[src/rtl/fxp_do_all_ops.sv]
// Combined fixed-point lane unit: Q2.14 operand A and Q4.12 operand B give a
// registered Q4.12 sum, difference and saturated product, plus carry/borrow flags.
module fxp_do_all_ops (
  input  logic        clk,
  input  logic        rst_n,
  input  logic [15:0] q2_14,
  input  logic [15:0] q4_12,
  output logic [15:0] sum_res,
  output logic [15:0] diff_res,
  output logic [15:0] multi_res,
  output logic        cout,
  output logic        borrow_res
);

  logic [15:0] a_al;
  logic [16:0] sum17;
  logic [16:0] diff17;
  logic [17:0] p_top;
  logic        mul_ovf;

  logic [15:0] sum_d, sum_q;
  logic [15:0] diff_d, diff_q;
  logic [15:0] mul_d, mul_q;
  logic        cout_d, cout_q;
  logic        borrow_d, borrow_q;

  // Q2.14 -> Q4.12 by arithmetic shift; dropping two LSBs rounds toward -inf.
  assign a_al = {{2{q2_14[15]}}, q2_14[15:2]};

  assign sum17 = {1'b0, a_al} + {1'b0, q4_12};

  // Bit 16 of the zero-extended difference is set exactly when a_al < q4_12 (unsigned).
  assign diff17 = {1'b0, a_al} - {1'b0, q4_12};

  // Full Q6.26 product shifted down to keep P[31:14]: [15:0] is the Q4.12 result,
  // [17:15] = P[31:29] must agree for the result to fit.
  assign p_top = 18'((32'(signed'(q2_14)) * 32'(signed'(q4_12))) >>> 14);

  assign mul_ovf = !((p_top[17:15] == 3'b000) || (p_top[17:15] == 3'b111));

  always_comb begin
    sum_d    = sum17[15:0];
    cout_d   = sum17[16];
    diff_d   = diff17[15:0];
    borrow_d = diff17[16];
    mul_d    = p_top[15:0];
    if (mul_ovf) begin
      mul_d = p_top[17] ? 16'h8000 : 16'h7FFF;
    end
  end

  // NOTE: non-blocking assignments so every output register captures the same
  // pre-edge operand pair; data and flags can never land on different edges.
  always_ff @(posedge clk or negedge rst_n) begin
    if (!rst_n) begin
      sum_q    <= 16'h0000;
      diff_q   <= 16'h0000;
      mul_q    <= 16'h0000;
      cout_q   <= 1'b0;
      borrow_q <= 1'b0;
    end else begin
      sum_q    <= sum_d;
      diff_q   <= diff_d;
      mul_q    <= mul_d;
      cout_q   <= cout_d;
      borrow_q <= borrow_d;
    end
  end

  assign sum_res    = sum_q;
  assign diff_res   = diff_q;
  assign multi_res  = mul_q;
  assign cout       = cout_q;
  assign borrow_res = borrow_q;

endmodule

[config.mk]
export PLATFORM = sky130hd
export DESIGN_NAME = fxp_do_all_ops
export DESIGN_NICKNAME = d
export VERILOG_FILES = /design/src/rtl/fxp_do_all_ops.sv
export SDC_FILE = /design/constraint.sdc
export NUM_CORES = 1
export LEC_CHECK = 0
export ABC_AREA = 1
export ABC_CLOCK_PERIOD_IN_PS = 800
export CORE_ASPECT_RATIO = 0.75
export CORE_MARGIN = 2
export CORE_UTILIZATION = 60
export DETAILED_ROUTE_END_ITERATION = 6
export PLACE_DENSITY = 0.8
export REMOVE_ABC_BUFFERS = 1
export SLEW_MARGIN = 20
export SYNTH_ARGS = -nofsm -noshare
export SYNTH_HDL_FRONTEND = slang
export SYNTH_SLANG_ARGS = --single-unit
[constraint.sdc]
create_clock -name clk -period 0.8 [get_ports clk]
set_input_delay 0.24 -clock clk [delete_from_list [all_inputs] [get_ports clk]]
set_output_delay 0.24 -clock clk [all_outputs]
set_load 0.05 [all_outputs]
==> results of run 1 <==
timing repair:
item | in CTS
gates cloned | 10
resized for setup | 459
buffers inserted | 97
setup endpoints to repair | 99
hold buffers | 1
endpoints found under the hold margin | 49
pin swaps | 176
through the flow:
stage | worst slack [ns] | util [%] | area (um^2) | hold WS [ns] | setup TNS (ns)
CTS | -4.60 | 89.5 | 19800 | 0.462 | -132.72
detailed placement | -5.49 | 78.3 | 17300 | 0.266 | -147.57
global placement | -5.33 | 78.3 | 17300 | 0.244 | -143.41
floorplan | -4.59 | - | 13300 | -0.0556 | -96.03
cell families after synthesis:
group / after synthesis / share of synthesized area [%]
buf+inv: 583 / 16.4
flops: 49 / 9.05
xor+xnor: 42 / 2.71
simple gates: 620 / 18.7
fa+ha+maj: 375 / 49.2
compound gates: 99 / 4.02
routing by layer:
metal / GRT usage, % / GRT overflow
met4: 90.9 / 76
met2: 98.9 / 157
met3: 80.1 / 5
met1: 86.0 / 7
met5: 54.4 / 1
==> Implementation_results.wiki, run 1 <==
{| class="wikitable"
! Metric !! Value
|-
| Run status || aborted with a tool error
|-
| Last stage || 5_1_grt
|-
| First error || [ERROR GRT-0232] Routing congestion too high. Check the congestion heatmap in the GUI.
|-
| Main area contributors after synthesis || sky130_fd_sc_hd__fa_1, sky130_fd_sc_hd__inv_1, sky130_fd_sc_hd__nand2_1
|-
| Cell chosen for the clock root || sky130_fd_sc_hd__clkbuf_16
|-
| Sum of overflow across all layers after global routing || 246
|-
| Most numerous cell types in the synthesized netlist || sky130_fd_sc_hd__inv_1, sky130_fd_sc_hd__nand2_1, sky130_fd_sc_hd__fa_1
|-
| Gpl congestion || 1.01
|-
| H-tree levels || 2
|-
| Prevailing post-synth register cell || sky130_fd_sc_hd__dfrtp_1
|-
| Proportion of netlist area held by the largest area contributor || approximately two fifths
|-
| Unique cell type count in the Yosys netlist || 41
|-
| Maximum number of pins on one net before global-route repair || 50
|-
| Die extent in y || between 100 and 150 um
|-
| Worst-path endpoint category || register data pin
|-
| Initial standard-cell utilization of the core || 61.3%
|-
| Library cell with the largest summed area after synthesis || sky130_fd_sc_hd__fa_1
|-
| Post-synthesis register bit count || 49
|-
| Async set-or-reset flop fraction in the synthesized netlist || 100%
|-
| Synthesized area per cell || 7.67 um^2
|-
| Most common cell in the synthesized netlist || sky130_fd_sc_hd__inv_1
|-
| Detailed Place HPWL || 34.6 mm
|-
| Number of warning messages in the yosys log || 0
|-
| Post-synthesis cell count || 1768
|-
| Overall Global Routing Usage || approximately nine tenths
|-
| Port Buf Inserts || 83
|-
| Count of pins on the block boundary || 84
|-
| Number of synthesized flops with an enable pin || 0
|-
| Post-Place Cells || 2358
|-
| Sequential share of the synthesized area || 9.05%
|-
| Worst-slack endpoint at the end of global-route timing repair || multi_res[13]$_DFF_PN0_/D
|-
| Number of clock sinks || 49
|-
| # rows || 47
|-
| Total standard cell area after synthesis || 13600 um^2
|-
| Clock Path Buffers || 2
|-
| Inserted Clock Buffers || 5
|-
| Die outline width || 178 um
|}
==> run 2, diff against run 1 <==
- CORE_ASPECT_RATIO: 0.75 -> not set
- CORE_UTILIZATION: 60 -> 40
- PLACE_DENSITY: 0.8 -> not set
- PLACE_DENSITY_LB_ADDON: not set -> 0.15
==> run 2 against run 1 <==
Compared with the run above: the flow now finishes, with violations (negative setup slack); synthesized area unchanged; synthesized cell count unchanged.
==> Implementation_results.wiki, run 2 <==
{| class="wikitable"
! Metric !! Value
|-
| Max Cap Violations || 0
|-
| Fmax || around 0.19 GHz
|-
| Library cell with the largest summed area after synthesis || sky130_fd_sc_hd__fa_1
|-
| Nets || between 2000 and 3000
|-
| Reg clk slew, reported paths || 0.09 ns
|-
| Count of pins on the block boundary || 84
|-
| Most used cell along the critical path || sky130_fd_sc_hd__fa_1
|-
| Number of vias per cell || 4.76
|-
| Critical Path AT || around 5.6 ns
|-
| Highest-count cells in the layout ignoring fill and taps || sky130_fd_sc_hd__inv_1, sky130_fd_sc_hd__nand2_1, sky130_fd_sc_hd__buf_4, sky130_fd_sc_hd__fa_1, sky130_fd_sc_hd__buf_12
|-
| Total via count in the routed design || 12558
|-
| Setup-failing EPs final || 99
|-
| Most common cell in the synthesized netlist || sky130_fd_sc_hd__inv_1
|-
| Family of cells with the greatest summed delay on the critical path || adder cells
|-
| Maximum number of pins on one net before global-route repair || 50
|-
| Library cell contributing the largest single delay on the critical path || sky130_fd_sc_hd__fa_1
|-
| Ant. Diodes || 0
|-
| Inserted Clock Buffers || 5
|-
| Worst path setup slack after routing || -4.57 ns
|-
| Proportion of netlist area held by the largest area contributor || 38.8%
|-
| Final worst hold slack || around 0.44 ns
|-
| Share of the clock period used by the worst path after layout || 672%
|-
| Worst max-slew margin expressed relative to the limit || 70.6%
|-
| DRC marker count from the first detailed-route iteration || 850
|-
| Prevailing post-synth register cell || sky130_fd_sc_hd__dfrtp_1
|-
| Leading cell type in the layout, fill and taps excluded || sky130_fd_sc_hd__inv_1
|-
| CTS tree || done
|-
| H-tree levels || 2
|-
| Gpl congestion || 0.902
|-
| Shortest clock period the worst path allows after layout || 5.37 ns
|-
| Endpoint type of the worst setup path || flop
|-
| Post-synthesis cell count || 1768
|-
| Core area || 33400 um^2
|-
| Count of endpoints failing hold in the final timing report || 0
|-
| Synthesized area per cell || between 7 and 8 um^2
|-
| Endpoint of the most critical setup path || multi_res[1]$_DFF_PN0_
|-
| Unrepaired setup endpoints after global routing || yes
|-
| # rows || 67
|-
| Crit path buf inv count || 10
|-
| Layout cells sized above 1 || 36.9%
|-
| First element of the critical path || q2_14[15]
|-
| Required time at the endpoint of the critical path || 1.01 ns
|-
| Overall Global Routing Usage || 25.9%
|-
| Initial standard-cell utilization of the core || 40.5%
|-
| DRC violation count after routing || 0
|-
| Cell chosen for the clock root || sky130_fd_sc_hd__clkbuf_16
|-
| Area growth from synthesis to layout || 53.5%
|-
| Sequential share of the synthesized area || a little under a tenth
|-
| Die extent in y || roughly 190 um
|-
| Number of synthesized flops with an enable pin || 0
|-
| Average routed wire per standard cell || roughly 17 um
|-
| Die area || 35400 um^2
|-
| Vias in the first global route || roughly 13000
|-
| Number of antenna violations at the first check in global routing || 0
|-
| Post-DRT Antenna Nets || 0
|-
| Worst Setup Start Kind || input port
|-
| Final Max Slew Viols || 0
|-
| Detailed Place HPWL || 32.1 mm
|-
| Number of warning messages in the yosys log || 0
|-
| Number of clock sinks || slightly below 50
|-
| Global-route wire length before repair || 71.3 mm
|-
| Unique cell type count in the Yosys netlist || 41
|-
| Worst-path fanout max || 8
|-
| Die outline width || 188 um
|-
| Post-synthesis register bit count || 49
|-
| Run status || finished with violations
|-
| Critical path start-end classification || input port to flop
|-
| Clock Path Buffers || 2
|-
| CP max stage delay || between 0.5 and 0.6 ns
|-
| HP Class || input port to async pin
|-
| Total standard cell area after synthesis || 13600 um^2
|-
| Worst Max-Slew Pin Slew || 0.437 ns
|-
| Port Buf Inserts || 83
|-
| Count of cell instances traversed by the critical path || 26
|-
| TritonRoute pass-1 iters || 7
|-
| Failing checks || negative setup slack
|-
| Most numerous cell types in the synthesized netlist || sky130_fd_sc_hd__inv_1, sky130_fd_sc_hd__nand2_1, sky130_fd_sc_hd__fa_1
|-
| Main area contributors after synthesis || sky130_fd_sc_hd__fa_1, sky130_fd_sc_hd__inv_1, sky130_fd_sc_hd__nand2_1
|-
| Sum of overflow across all layers after global routing || 0
|-
| Async set-or-reset flop fraction in the synthesized netlist || 100%
|-
| Post-Route WL || 44.1 mm
|}
[run 2: cell counts after synthesis]
No cell type changed its count.
[run 2: per-layer routing]
metal	up-vias	part of all wire (%)	global-route usage [%]
met5	-	0	0
met2	423	49	44.3
met1	6129	40	33.4
met3	131	5.7	3.61
met4	0	5.0	9.72
li1	5875	-	-
[run 2: cell families (layout without fill, tap and decap cells)]
logic type	Yosys count	after routing	synth area share, %
XOR/XNOR	42	42	2.71
AO/OA/AOI/OAI	99	99	4.02
flip-flops	49	49	9.05
AND/OR/NAND/NOR	620	622	18.7
buffers and inverters	583	1001	16.4
adder cells (fa/ha/maj)	375	375	49.2
[run 2: metrics by stage]
step | cell area [um^2] | TNS, ns | utilization [%] | setup WS [ns] | std cells
3_5_place_dp | 17600 | -146.81 | 52.5 | -5.50 | 2516
5_1_grt | 20800 | -122.93 | 62.2 | -4.75 | 2636
4_1_cts | 20200 | -114.52 | 60.4 | -4.46 | 2622
2_1_floorplan | 13300 | -96.03 | - | -4.59 | 1710
6_report | 20800 | -117.48 | 62.2 | -4.57 | 2636
3_3_place_gp | 17600 | -145.37 | 52.5 | -5.40 | 2516
[run 2: cell type report]
type                       count  area [um^2]
fill                        2735        12700
multi-input combinational   1138        11700
timing repair buffer         468         5150
inverter                     525         2010
sequential                    49         1230
tap                          448          561
clock buffer                   5          125
clock inverter                 3         26.3
[run 2: repair_timing]
item | CTS | global route
setup buffers | 82 | 29
pin swaps | 131 | 91
hold endpoints to repair | 49 | 0
gates cloned | 17 | 0
hold buffers | 1 | 0
setup endpoints to repair | 99 | 99
resized for setup | 499 | 151
[run 2: worst min-delay path by stage]
| stage | start | end | slack, ns | cells after the start |
|---|---|---|---|---|
| floorplan | rst_n | borrow_res$_DFF_PN0_ | -0.06 | 0 |
| global placement | rst_n | diff_res[0]$_DFF_PN0_ | 0.25 | 2 |
| detailed placement | rst_n | diff_res[0]$_DFF_PN0_ | 0.25 | 2 |
| CTS | rst_n | diff_res[3]$_DFF_PN0_ | 0.46 | 3 |
| global route | rst_n | diff_res[3]$_DFF_PN0_ | 0.47 | 3 |
| finish | rst_n | diff_res[3]$_DFF_PN0_ | 0.44 | 3 |
Power of run 2 is not shown: default switching activity piles up to over one toggle a cycle in this logic, so the estimate is an artifact.
==> edit: new RTL, config.mk and constraints of run 2 <==
Add an input register stage for `q4_12`; this delays it by one clock. The other inputs are not delayed to match.
--- a/src/rtl/fxp_do_all_ops.sv
+++ b/src/rtl/fxp_do_all_ops.sv
@@ -11,6 +11,12 @@
   output logic        cout,
   output logic        borrow_res
 );
+
+  logic [15:0] q4_12_q;
+
+  always_ff @(posedge clk) begin
+    q4_12_q <= q4_12;
+  end
 
   logic [15:0] a_al;
   logic [16:0] sum17;
@@ -27,14 +33,14 @@
   // Q2.14 -> Q4.12 by arithmetic shift; dropping two LSBs rounds toward -inf.
   assign a_al = {{2{q2_14[15]}}, q2_14[15:2]};
 
-  assign sum17 = {1'b0, a_al} + {1'b0, q4_12};
+  assign sum17 = {1'b0, a_al} + {1'b0, q4_12_q};
 
   // Bit 16 of the zero-extended difference is set exactly when a_al < q4_12 (unsigned).
-  assign diff17 = {1'b0, a_al} - {1'b0, q4_12};
+  assign diff17 = {1'b0, a_al} - {1'b0, q4_12_q};
 
   // Full Q6.26 product shifted down to keep P[31:14]: [15:0] is the Q4.12 result,
   // [17:15] = P[31:29] must agree for the result to fit.
-  assign p_top = 18'((32'(signed'(q2_14)) * 32'(signed'(q4_12))) >>> 14);
+  assign p_top = 18'((32'(signed'(q2_14)) * 32'(signed'(q4_12_q))) >>> 14);
 
   assign mul_ovf = !((p_top[17:15] == 3'b000) || (p_top[17:15] == 3'b111));
 
Check against the original RTL: not equivalent (Yosys sat finds a counterexample within 4 cycles, from zero or initial values and one cycle with rst_n low).
==> edit against run 2 <==
The run still ends with negative setup slack left. Routed wire length decreased by 2.2%. Critical path type is now flip-flop to flip-flop. Setup slack got worse by 170 ps. Synthesized area increased by 3.3%. Count of clock-buffer cells in the layout increased by 7. Final area decreased by 0.23%. Global-route usage decreased by 0.87 points. Sequential share of layout area increased by 1.8 points. Sequential cell count increased by 16.
Power is left out: the tool's default activity adds up to more than one toggle a clock period on the data nets, which glitch-free logic cannot reach.
==> edit: results (changes against run 2) <==
The maximum fanout encountered on the critical timing path was 8 (unchanged); the wire length on met3 was 2550 µm (+1.5%). For the maximum clock path buffer count, the log shows 2 (unchanged). Tracing the worst setup path back leads to its startpoint at q4_12_q[15]. The run gives 370 ps as the clock network latency to the later pin of the worst-skew pair. The commonest cells after synthesis are sky130_fd_sc_hd__inv_1 (516), sky130_fd_sc_hd__nand2_1 (422), sky130_fd_sc_hd__fa_1 (263), sky130_fd_sc_hd__ha_1 (112), sky130_fd_sc_hd__nor2_1 (85). The tools report the sum of net half-perimeters after detailed placement as 33900 µm (+5.7%). The clock root buffer is sky130_fd_sc_hd__clkbuf_16.

Maximum single-stage delay on the critical path: 540 ps (-40 ps). The worst clock skew was 26.2 ps; the number of buffers added on ports was 83 (unchanged). The run gives 4.64% (+1.0 points) as the met3 layer usage reported by global route. The cell with the largest stage delay on the worst path was sky130_fd_sc_hd__fa_2.

For the overall track demand over capacity in global routing, the log shows 25.0% (-0.87 points). The share of post-route cells with drive strength above 1 is 35.0% (-1.9 points). The post-route worst setup slack is -4740 ps (-168 ps).

The number of buffers created by CTS was 9 (+4). Among all flip-flop cells after synthesis, the most frequent one is sky130_fd_sc_hd__dfrtp_1. Post-synthesis sequential area ratio: 11.0% (+2.0 points). The clock-pin slew reported for the worst setup and hold paths after clock tree synthesis was 70 ps (-20 ps); the met2 wire length was 21200 µm (-1.4%). For the setup slack at placement, the log shows -5500 ps (-3.07 ps). The startpoint identified for the worst hold timing path is q4_12[12].

Average via count per standard cell: 4.70 (-1.2%). The count of routing violations after the opening detailed-route iteration was 644 (-24%); the transition time at the pin with the least slew margin was 434 ps (-2.53 ps). The dominant delay contributor by cell family on the critical path is adder cells. The first-pass iteration count of the detailed router was 5 (-2). Data arrival time at the worst-slack endpoint: 5780 ps (+200 ps). The flow ran to the end, but the final reports show violations.

Kind of path behind the tightest hold check: input pin to flip-flop. The warning count from the yosys run came out at 0 (unchanged). Routed signal wires occupy layers up through met4. The tools report the weighted congestion at the end of routability-driven global placement as 0.894 (-0.89%). The met1 routing resource usage after global routing is 33.0% (-0.42 points). In the post-synthesis netlist, the biggest area contributors are sky130_fd_sc_hd__fa_1 (38%), sky130_fd_sc_hd__inv_1 (14%), sky130_fd_sc_hd__nand2_1 (11%), sky130_fd_sc_hd__ha_1 (10%), sky130_fd_sc_hd__dfrtp_1 (8.8%). The tools report the pin count of the biggest net entering global routing as 50 (unchanged). The number of nets in the layout was 2591 (-0.19%); the share of flip-flops with an asynchronous set or reset was 75.4% (-25 points). The initial antenna violation count was 1 (+1); the number of global-route vias before repair was 13400 (+0.61%).

The total number of H-tree levels is 3 (+1), and the first-pass GRT wire length is 70400 µm (-1.3%). The run gives 3089 (+13%) as the number of filler cells placed in the layout. The met2 routing resource usage after global routing was 42.1% (-2.1 points). The logs give 18200 µm (+1.9%) for the sum of routed wire segments on met1 and 99 (unchanged) for the final setup violation count.

The summed negative setup slack over all endpoints is -131810 ps (-14330 ps). The post-detailed-route wirelength per cell is 16.3 µm (-2.4%), and the number of library cell types mapped by synthesis is 44 (+7.3%). The checks that failed: negative setup slack.
## edit: cell types whose count changed in the layout (fill, tap and decap cells not counted), sizes merged, moves of 3 or more
cell           change
a21oi              +5
buf               -50
nor3               -3
nand2             -21
a21o               +5
o21ai              -5
nor2              +14
clkbuf             +7
dfxtp             +16
clkdlybuf4s50     +19
nand4              +6
dlygate4sd2        +5
## edit: cells by family after synthesis
kind of cell / after synthesis / share of synthesized area (%)
compound gates: 111 / 4.60
fa+ha+maj: 375 / 47.6
simple gates: 611 / 18.1
buf+inv: 584 / 16.0
xor+xnor: 42 / 2.63
flops: 65 / 11.0
## edit: timing repair
action,4_1_cts,5_1_grt
gates cloned,8,0
endpoints found under the setup margin,99,99
hold buffers,1,0
buffers inserted,52,15
resized for setup,320,137
pin swaps,112,73
endpoints found under the hold margin,49,0
## edit: area by class of cell
class	count	area, µm²	share of cell area (%)
multi-input combinational	1141	11500	55.6
clock buffer	12	267	1.28
sequential	65	1590	7.68
antenna	1	2.50	0.0121
clock inverter	4	33.8	0.163
inverter	521	1980	9.55
tap	455	569	2.74
timing repair buffer	444	4770	23.0
## edit: metrics by stage
step                      hold WS, ps  instance area (µm²)  std cells
after floorplan                 -55.6                13700       1725
after global placement            252                18200       2557
after detailed placement          252                18200       2557
after CTS                         307                20200       2630
after global routing              317                20700       2643
final                             318                20700       2643
## edit: path summary, 6_finish.rpt
check / to / cells after the start / slack [ps]
worst min-delay path: q4_12_q[12] / 1 / 320
worst max-delay path: multi_res[4] / 25 / -4740
worst min register to register: cout / 4 / 750
max in group asynchronous: multi_res[5] / 3 / 130
min in group asynchronous: diff_res[2] / 3 / 410
worst max register to register: multi_res[4] / 25 / -4740
